<file path="src/rtl/axi_pkg.sv">
// axi_pkg: shared AXI response codes, ID width and arbiter state encoding
package axi_pkg;
  localparam logic [1:0] OKAY   = 2'b00;
  localparam logic [1:0] EXOKAY = 2'b01;
  localparam logic [1:0] SLVERR = 2'b10;
  localparam logic [1:0] DECERR = 2'b11;
  localparam int ID_W = 4;
  typedef enum logic [1:0] {IDLE, ISSUE, WAIT, RESP} wr_state_t;
endpackage

</file>
<file path="src/rtl/rr_pick2.sv">
// rr_pick2: two-way round-robin grant; prio breaks the tie when both are valid
module rr_pick2 (
  input  logic [1:0] valid_i,
  input  logic       prio_i,
  output logic       grant_o
);
  assign grant_o = &valid_i ? prio_i : valid_i[1];
endmodule

</file>
<file path="src/rtl/axi_write_arbiter.sv">
// axi_write_arbiter: round-robin scheduler of two single-burst write clients onto one AXI3 write path
module axi_write_arbiter
  import axi_pkg::*;
#(
  parameter int TIMEOUT = 64
) (
  input  logic            ACLK,
  input  logic            ARESET,
  input  logic            req0_valid,
  input  logic            req1_valid,
  input  logic [31:0]     req0_addr,
  input  logic [31:0]     req1_addr,
  input  logic [31:0]     req0_data,
  input  logic [31:0]     req1_data,
  input  logic [3:0]      req0_len,
  input  logic [3:0]      req1_len,
  output logic            req0_ready,
  output logic            req1_ready,
  output logic            req0_done,
  output logic            req1_done,
  output logic [1:0]      req0_resp,
  output logic [1:0]      req1_resp,
  output logic            mem_write,
  output logic [31:0]     mem_addr,
  output logic [31:0]     mem_data,
  output logic [3:0]      mem_len,
  output logic [ID_W-1:0] mem_id,
  input  logic            mem_done,
  input  logic [1:0]      mem_resp,
  output logic            busy
);
  wr_state_t state_q, state_d;
  logic prio_q, prio_d, grant_q, grant_d, pick;
  logic write_q, write_d;
  logic [ID_W-2:0] tag_q, tag_d;
  logic [7:0] cnt_q, cnt_d;
  logic [1:0] bresp_q, bresp_d, ready_q, ready_d, done_q, done_d;
  logic [31:0] addr_q, addr_d, data_q, data_d;
  logic [3:0] len_q, len_d;
  logic [ID_W-1:0] id_q, id_d;
  rr_pick2 u_pick (
    .valid_i({req1_valid, req0_valid}),
    .prio_i (prio_q),
    .grant_o(pick)
  );
  // Every output is a register loaded on the edge that enters the state showing it.
  always_comb begin
    state_d = state_q;
    prio_d  = prio_q;
    grant_d = grant_q;
    tag_d   = tag_q;
    cnt_d   = cnt_q;
    bresp_d = bresp_q;
    addr_d  = addr_q;
    data_d  = data_q;
    len_d   = len_q;
    id_d    = id_q;
    ready_d = 2'b00;
    write_d = 1'b0;
    done_d  = 2'b00;
    unique case (state_q)
      IDLE: if (req0_valid || req1_valid) begin
        grant_d = pick;
        addr_d  = pick ? req1_addr : req0_addr;
        data_d  = pick ? req1_data : req0_data;
        len_d   = pick ? req1_len : req0_len;
        id_d    = {tag_q, pick};
        ready_d = pick ? 2'b10 : 2'b01;
        write_d = 1'b1;
        state_d = ISSUE;
      end
      ISSUE: begin
        tag_d   = tag_q + 1'b1;
        cnt_d   = 8'd0;
        state_d = WAIT;
      end
      WAIT: if (mem_done || cnt_q == 8'(TIMEOUT - 1)) begin
        bresp_d = mem_done ? mem_resp : SLVERR;
        done_d  = grant_q ? 2'b10 : 2'b01;
        state_d = RESP;
      end else begin
        cnt_d = cnt_q + 8'd1;
      end
      RESP: begin
        prio_d  = ~grant_q;
        state_d = IDLE;
      end
      default: state_d = IDLE;
    endcase
  end
  always_ff @(posedge ACLK or posedge ARESET) begin
    if (ARESET) begin
      state_q <= IDLE;
      prio_q  <= 1'b0;
      grant_q <= 1'b0;
      tag_q   <= '0;
      cnt_q   <= 8'd0;
      bresp_q <= OKAY;
      addr_q  <= 32'd0;
      data_q  <= 32'd0;
      len_q   <= 4'd0;
      id_q    <= '0;
      ready_q <= 2'b00;
      write_q <= 1'b0;
      done_q  <= 2'b00;
    end else begin
      state_q <= state_d;
      prio_q  <= prio_d;
      grant_q <= grant_d;
      tag_q   <= tag_d;
      cnt_q   <= cnt_d;
      bresp_q <= bresp_d;
      addr_q  <= addr_d;
      data_q  <= data_d;
      len_q   <= len_d;
      id_q    <= id_d;
      ready_q <= ready_d;
      write_q <= write_d;
      done_q  <= done_d;
    end
  end
  assign req0_ready = ready_q[0];
  assign req1_ready = ready_q[1];
  assign req0_done  = done_q[0];
  assign req1_done  = done_q[1];
  assign req0_resp  = done_q[0] ? bresp_q : OKAY;
  assign req1_resp  = done_q[1] ? bresp_q : OKAY;
  assign mem_write  = write_q;
  assign mem_addr   = addr_q;
  assign mem_data   = data_q;
  assign mem_len    = len_q;
  assign mem_id     = id_q;
  assign busy       = state_q != IDLE;
endmodule

</file>
<file path="config.mk">
export PLATFORM = sky130hd
export DESIGN_NAME = axi_write_arbiter
export DESIGN_NICKNAME = d
export VERILOG_FILES = /design/src/rtl/axi_pkg.sv /design/src/rtl/rr_pick2.sv /design/src/rtl/axi_write_arbiter.sv
export SDC_FILE = /design/constraint.sdc
export NUM_CORES = 1
export LEC_CHECK = 0
export BUFFER_PORTS_ARGS = -buffer_cell sky130_fd_sc_hd__buf_2
export CAP_MARGIN = 10
export CORE_MARGIN = 3
export CORE_UTILIZATION = 30
export CTS_BUF_LIST = sky130_fd_sc_hd__clkbuf_4 sky130_fd_sc_hd__clkbuf_8
export CTS_CLUSTER_DIAMETER = 40
export CTS_CLUSTER_SIZE = 30
export DETAILED_ROUTE_END_ITERATION = 10
export GPL_TIMING_DRIVEN = 0
export HOLD_SLACK_MARGIN = 0.08
export PLACE_DENSITY = 0.58
export SLEW_MARGIN = 10
export SYNTH_ARGS = -nofsm -noshare
export SYNTH_HDL_FRONTEND = slang
export SYNTH_SLANG_ARGS = --single-unit
</file>
<file path="constraint.sdc">
create_clock -name ACLK -period 4.85 [get_ports ACLK]
set_input_delay 0.97 -clock ACLK [delete_from_list [all_inputs] [get_ports ACLK]]
set_output_delay 0.97 -clock ACLK [all_outputs]
set_load 0.1 [all_outputs]
</file>
Word level (Yosys, flattened, before mapping). Cells that the tools add are included.

Bitwise gates (word level): 1. Eq/ne operators: 7. Add/sub/neg operators: 2. Mux-type cells: 20. Reductions and logical operators: 10.

Operator list (number): $mux 32 (2); $mux 2 (11); $pmux 8 s2 (1); $reduce_and 2->1 (5); $add 8x1->8 const B (1); $eq 8x6->1 const B (1); $mux 8 (1); $pmux 2 s4 (1); $ne 2x2->1 const B (3); $eq 2x2->1 const B (2); $mux 4 (1); $reduce_bool 2->1 (2); $add 3x1->3 const B (1); $mux 1 (3); $eq 2x1->1 const B (1); $logic_not 2->1 (1); $logic_or 1x1->1 (2); $not 1->1 (1).

Bits of input ports: 143. Flip-flop bits (word level): 94. Logic and storage cells: 53. Output and inout bits: 82.

Logic depth before layout (Yosys ltp). Gate-level depths: netlist (run 1).

Depth after elaboration: 5. Gate-level depth with buffers: 8. Depth with buffers taken out: 6.

Hierarchy. Synthesis (run 1) repeated with hierarchy kept, for this count alone.

Cell total of the unflattened synthesis: 415. Area total of the unflattened synthesis: 4337.9 µm².

By module, submodules not included: axi_write_arbiter (cells an instance 413, sequential area each 2327.2 µm², area an instance 4326.6 µm², instances 1); rr_pick2 (cells an instance 2, sequential area each 0.0 µm², area an instance 11.3 µm², instances 1).

Worst setup path before layout (run 1). Ideal clock, no wire load.

Path type: flip-flop to output port. Start: register done_q[0]. End: output port req0_resp[1]. Slack: 2.104 ns. Data required time: 3.880 ns. Data arrival time: 1.776 ns. Stages on the path, launching flop included: 2. Cells stage by stage: dfrtp_1 and2_1.

Longest elaborated chain between the ends: 1.

Ends and longest elaborated chain: start: declaration (RTL line axi_write_arbiter.sv:37) `logic [1:0] bresp_q, bresp_d, ready_q, ready_d, done_q, done_d;`; start signal: assignment (RTL line axi_write_arbiter.sv:119) `done_q <= done_d;`; $mux 2 (RTL line axi_write_arbiter.sv:126) `assign req0_resp = done_q[0] ? bresp_q : OKAY;`; end: declaration (RTL line axi_write_arbiter.sv:21) `output logic [1:0] req0_resp,`.

No other way between the ends.

Worst setup path after layout (run 1).
Start: register state_q[0]. End: output port busy.

Longest elaborated chain between the ends: 1.

Ends and longest elaborated chain: start: declaration (RTL line axi_write_arbiter.sv:32) `wr_state_t state_q, state_d;`; start signal: assignment (RTL line axi_write_arbiter.sv:107) `state_q <= state_d;`; $reduce_bool 2->1 (RTL line axi_write_arbiter.sv:133) `assign busy = state_q != IDLE;`; end: declaration (RTL line axi_write_arbiter.sv:30) `output logic busy`.

No other way between the ends.

==> run summary, run 1 <==
Initial detailed-routing violation count - 183
Status - finished, final reports clean
Via Count - 5028
Relative slew slack - 63.5%
Worst-path clk slew - 0.10 ns
RSZ-0062 raised after global routing - no
Antenna violations before repair - 5
Grt ovf - 0
Critical Path AT - 1.70 ns
GP Congestion - 0.788
Synth cell count leaders - dfrtp_1, nor2_1, o211ai_1, a31oi_1, o21ai_0
Worst min-delay path class - reg2reg
Layout net count - 897
Cell taking the most area after synthesis - dfrtp_1
Clock root buffer master - clkbuf_8
Post-route clock period utilization - 55.1%
Die Y - 132 µm
Routed wire length - 16.8 mm
Die ar. - 0.0173 mm²
Clock Sink Count - 93
Final min period - 2.67 ns
Crit path required time - 3.88 ns
CP endpoint kind - output port
Endpoints failing setup - 0
Place WS - 2.52 ns
CP Max Fanout - 4
Core ar. - 0.0153 mm²
Drt wl/cell - 17.4 µm
Final Util - 41.5%
Post-CTS Setup Bufs - 0
Syn nets - 662
Final Skew - 0.00914 ns
Via-to-Cell Ratio - 5.19
Hold_buf cts - 0
Post-route ant nets - 0
Kind of critical path - reg2out
Synth warn - 0
Least-Margin Pin Slew - 0.547 ns
Final WS setup - 2.18 ns
Final slew viol count - 0
Hpwl dp - 12.6 mm
Max Buffers Root-to-Sink - 2
CTS tree - yes
Mapped Area - 0.00473 mm²
Mean Syn Cell Area - 9.22 µm²
First-pass GRT wire length - 26.6 mm
Post-Syn Instances - 513
Cell Rows - 45
Area grow syn2layout - 34.4%
Largest net degree at the start of global routing - 56
Layout cells sized above 1 - 37.1%
Port bufs - 223
Die width - 132 µm
GRT Total Usage - 18.9%
DRC - 0
Max Cap Viol - 0
F_max - 374 MHz
Initial Util - 30.9%
IO Pins - 225
Share of the yosys chip area belonging to registers - 49.2%
Post-CTS sizing - 0
Final setup TNS - 0 ns
CTS H-tree lvls - 3
Async S/R FF share, synth - 100%
Vias in the first global route - 5094
Area share of the largest cell type after synthesis - 49.2%
Num CTS Buffers - 9
Synth area leaders - dfrtp_1, o211ai_1, a31oi_1
Hold Fails Final Rpt - 0
Unique masters post-synth - 46
Crit path launch type - flop
Clock Latency Late Sink - 0.37 ns
Most frequent cell after synthesis - dfrtp_1
Post-synth top flop - dfrtp_1
Register bit total from synthesis - 93
WHS - 0.482 ns
Post-synth EDFFs - 0
DRT Pass-1 Iters - 6
[critical path, stage by stage, from the launching register on]
cell,delay [ns]
dfrtp_1,0.41
inv_1,0.10
ha_1,0.27
inv_1,0.12
buf_2,0.44
[layout by cell type, fill, tap and decap left out, drive strengths merged, types with 2 or more instances in the layout]
master,instances
dfrtp,93
o21ai,71
o211ai,73
nand4,2
mux2i,3
nor2,73
clkbuf,40
inv,11
a31oi,68
nand2b,2
buf,249
ha,6
clkinv,3
a21oi,2
nand2,19
and2,5
nand3,5
mux2,2
diode,4
nor2b,3
[final cells by class]
| class | count | area, µm² |
|---|---|---|
| tap | 211 | 264 |
| clock inverter | 6 | 70.1 |
| multi-input combinational | 356 | 2120 |
| fill | 1602 | 8960 |
| buffer | 55 | 250 |
| antenna | 4 | 10.0 |
| timing repair buffer | 224 | 1140 |
| clock buffer | 10 | 138 |
| sequential | 93 | 2330 |
| inverter | 9 | 36.3 |
[per-layer routing]
layer  up-vias  part of all wire (%)  routed length (µm)  track usage, %
met2       200                    48                8130            31.6
met3        25                   6.6                1100            4.75
met5         -                  0.20                  34               0
li1       2380                     -                   -               -
met4         6                   1.6                 275            6.53
met1      2417                    43                7270            23.9
[flip-flops by register name, indices dropped and copies added, names as in the netlist]
register,count
mem_write,1
cnt_q,8
mem_addr,32
mem_data,32
done_q,2
bresp_q,2
tag_q,3
mem_len,4
ready_q,2
mem_id,4
state_q,2
prio_q,1
[metrics by stage]
step | instance area, µm² | std cells
2_1_floorplan | 4730 | 513
3_3_place_gp | 6110 | 947
3_5_place_dp | 6140 | 948
4_1_cts | 6350 | 964
5_1_grt | 6350 | 966
6_report | 6360 | 968
[worst paths after layout]
path / from / to / slack, ns / cells after the start
min: tag_q[2]$_DFFE_PP0P_ / tag_q[2]$_DFFE_PP0P_ / 0.48 / 1
max reg2reg: state_q[1]$_DFFE_PP0P_ / mem_data[4]$_DFFE_PP0P_ / 2.96 / 8
min reg2reg: tag_q[2]$_DFFE_PP0P_ / tag_q[2]$_DFFE_PP0P_ / 0.48 / 1
max: state_q[0]$_DFFE_PP0P_ / busy / 2.18 / 4
min in group asynchronous: ARESET / mem_addr[5]$_DFFE_PP0P_ / 0.63 / 2
max in group asynchronous: ARESET / mem_addr[29]$_DFFE_PP0P_ / 3.55 / 3
[logic make-up (layout without fill, tap and decap cells)]
logic type	Yosys count	after routing	share of synthesized area (%)
other	0	4	0
buffers and inverters	64	304	6.01
and+or+nand+nor	118	118	11.2
DFF	93	93	49.2
adders and majority gates	6	6	1.59
AOI/OAI and AO/OA	225	225	30.5
muxes	5	5	1.11
xor gates and xnor gates	2	2	0.370
Power of run 1 is left out: the tool's default activity adds up to more than one toggle a clock period on the data nets, which glitch-free logic cannot reach.
==> run 2, diff against run 1 <==
ABC_AREA = 1   (was unset)
PLACE_DENSITY = 0.61   (was 0.58)
clock period = 2.1 ns   (was 4.85 ns; I/O delays follow)
==> run 2 against run 1 <==
Net effect: count of clock-buffer cells in the layout shrank 1; synthesized cell count up 1.6%; area after synthesis shrank 9.5%; design area fell by 7.6%; worst hold slack worse by 0.34 ns; sequential cell count stayed put; highest routed layer is now met4.
==> run summary, run 2 <==
Cell taking the most area after synthesis - dfrtp_1
Worst min-delay path class - in2async
Worst-path clk slew - 0.09 ns
M1 GR Usage - 23.0%
Hold_buf cts - 0
Largest net degree at the start of global routing - 36
Syn nets - 670
Hpwl dp - 10.3 mm
Mean Syn Cell Area - 8.21 µm²
Max Buffers Root-to-Sink - 2
Register bit total from synthesis - 93
Die Y - 125 µm
Max Cap Viol - 0
Hold Fails Final Rpt - 0
Crit path launch type - flop
Least-Margin Pin Slew - 0.707 ns
Num CTS Buffers - 9
Antenna violations before repair - 1
Grt ovf - 0
DP Area - 0.00567 mm²
Via-to-Cell Ratio - 4.61
Mapped Area - 0.00428 mm²
Async S/R FF share, synth - 100%
Synth area leaders - dfrtp_1, a21oi_1, nand2_1
Post-route ant nets - 0
Layout net count - 907
Synth cell count leaders - a21oi_1, nand2_1, dfrtp_1, nor2_1, buf_2
Post-synth top flop - dfrtp_1
Final Instance Area - 0.00587 mm²
Initial detailed-routing violation count - 207
Critical Path AT - 1.52 ns
First-pass GRT wire length - 22.2 mm
DRC - 0
DRT Pass-1 Iters - 4
Kind of critical path - reg2out
CP endpoint kind - output port
Clock root buffer master - clkbuf_8
Status - finished, final reports clean
Commonest non-fill, non-tap cell in the layout - buf_2
Via Count - 4354
Die ar. - 0.0157 mm²
Post-CTS Setup Bufs - 0
M2 GR Usage - 27.6%
RSZ-0062 raised after global routing - no
Die width - 125 µm
Share of the yosys chip area belonging to registers - 54.4%
Post-Syn Instances - 521
GP Congestion - 0.858
Final slew viol count - 0
Met3 Track Usage GR - 4.02%
Initial Util - 30.7%
GRT Total Usage - 17.4%
Drt wl/cell - 14.5 µm
Layout cells sized above 1 - 36.0%
Synth warn - 0
CP Max Fanout - 4
IO Pins - 225
Clock Latency Late Sink - 0.37 ns
Vias in the first global route - 4380
Clock Sink Count - 93
Core ar. - 0.0139 mm²
Post-CTS sizing - 0
Final min period - 1.94 ns
Area share of the largest cell type after synthesis - 54.4%
Unique masters post-synth - 19
Post-synth EDFFs - 0
Final Skew - 0.00970 ns
Most frequent cells in the layout - buf_2, a21oi_1, nand2_1
Most frequent cell after synthesis - a21oi_1
Endpoints failing setup - 0
Port bufs - 224
Routed wire length - 13.7 mm
Global route hottest layer - met2
Cell Rows - 43
Post-route clock period utilization - 92.6%
CTS H-tree lvls - 3
Relative slew slack - 52.8%
CTS tree - yes
Crit path required time - 1.68 ns
Area grow syn2layout - 37.3%
F_max - 514 MHz
run 2: final cells by class:
class,instances,area [µm²]
fillers,1467,8060
flip-flops and latches,93,2330
clock buffers,9,124
well taps,180,225
plain buffers,30,159
multi-input cells,377,1710
inverters,21,82.6
diodes,1,2.50
clock inverters,7,76.3
repair buffers,226,1160
run 2: critical path: stages, from the launching register on:
cell and delay (ns):
dfrtp_1 0.41, inv_1 0.08, ha_1 0.22, inv_2 0.11, clkbuf_4 0.34
run 2: path summary, 6_finish.rpt:
path                                        start                  endpoint  slack [ns]  cells after the start
max                        state_q[0]$_DFFE_PP0P_                      busy        0.16                      4
min                                        ARESET   mem_addr[2]$_DFFE_PP0P_        0.15                      2
max reg2reg                state_q[1]$_DFFE_PP0P_  mem_addr[31]$_DFFE_PP0P_        0.21                      8
min reg2reg                 mem_id[1]$_DFFE_PP0P_     mem_id[1]$_DFFE_PP0P_        0.47                      2
max in group asynchronous                  ARESET     mem_id[3]$_DFFE_PP0P_        1.34                      3
min in group ACLK                   req1_addr[16]  mem_addr[16]$_DFFE_PP0P_        0.28                      3
run 2: layer usage:
layer | routed length [µm] | share of wire (%)
met1 | 6270 | 46
met2 | 6180 | 45
met3 | 943 | 6.9
met4 | 297 | 2.2
met5 | 0 | 0
run 2: metrics by stage:
step / TNS (ns) / hold slack, ns / utilization (%) / std cells / setup slack, ns
CTS: 0 / 0.150 / 42.1 / 943 / 0.0143
detailed placement: 0 / 0.454 / 40.7 / 927 / 0.165
finish: 0 / 0.146 / 42.2 / 944 / 0.156
floorplan: 0 / 0.427 / - / 521 / 0.0358
global route: 0 / 0.187 / 42.2 / 944 / 0.0165
global placement: -13.50 / 0.449 / 40.4 / 925 / -0.153
run 2: cells by family (layout without fill, tap and decap cells):
kind of cell / Yosys count / after routing / share of synthesized area [%]
buffers and inverters: 51 / 293 / 5.56
DFF: 93 / 93 / 54.4
AOI/OAI and AO/OA: 142 / 142 / 16.7
other: 0 / 1 / 0
and+or+nand+nor: 223 / 223 / 20.4
xor gates and xnor gates: 6 / 6 / 1.23
adders and majority gates: 6 / 6 / 1.75
Power of run 2 is left out for the same reason.
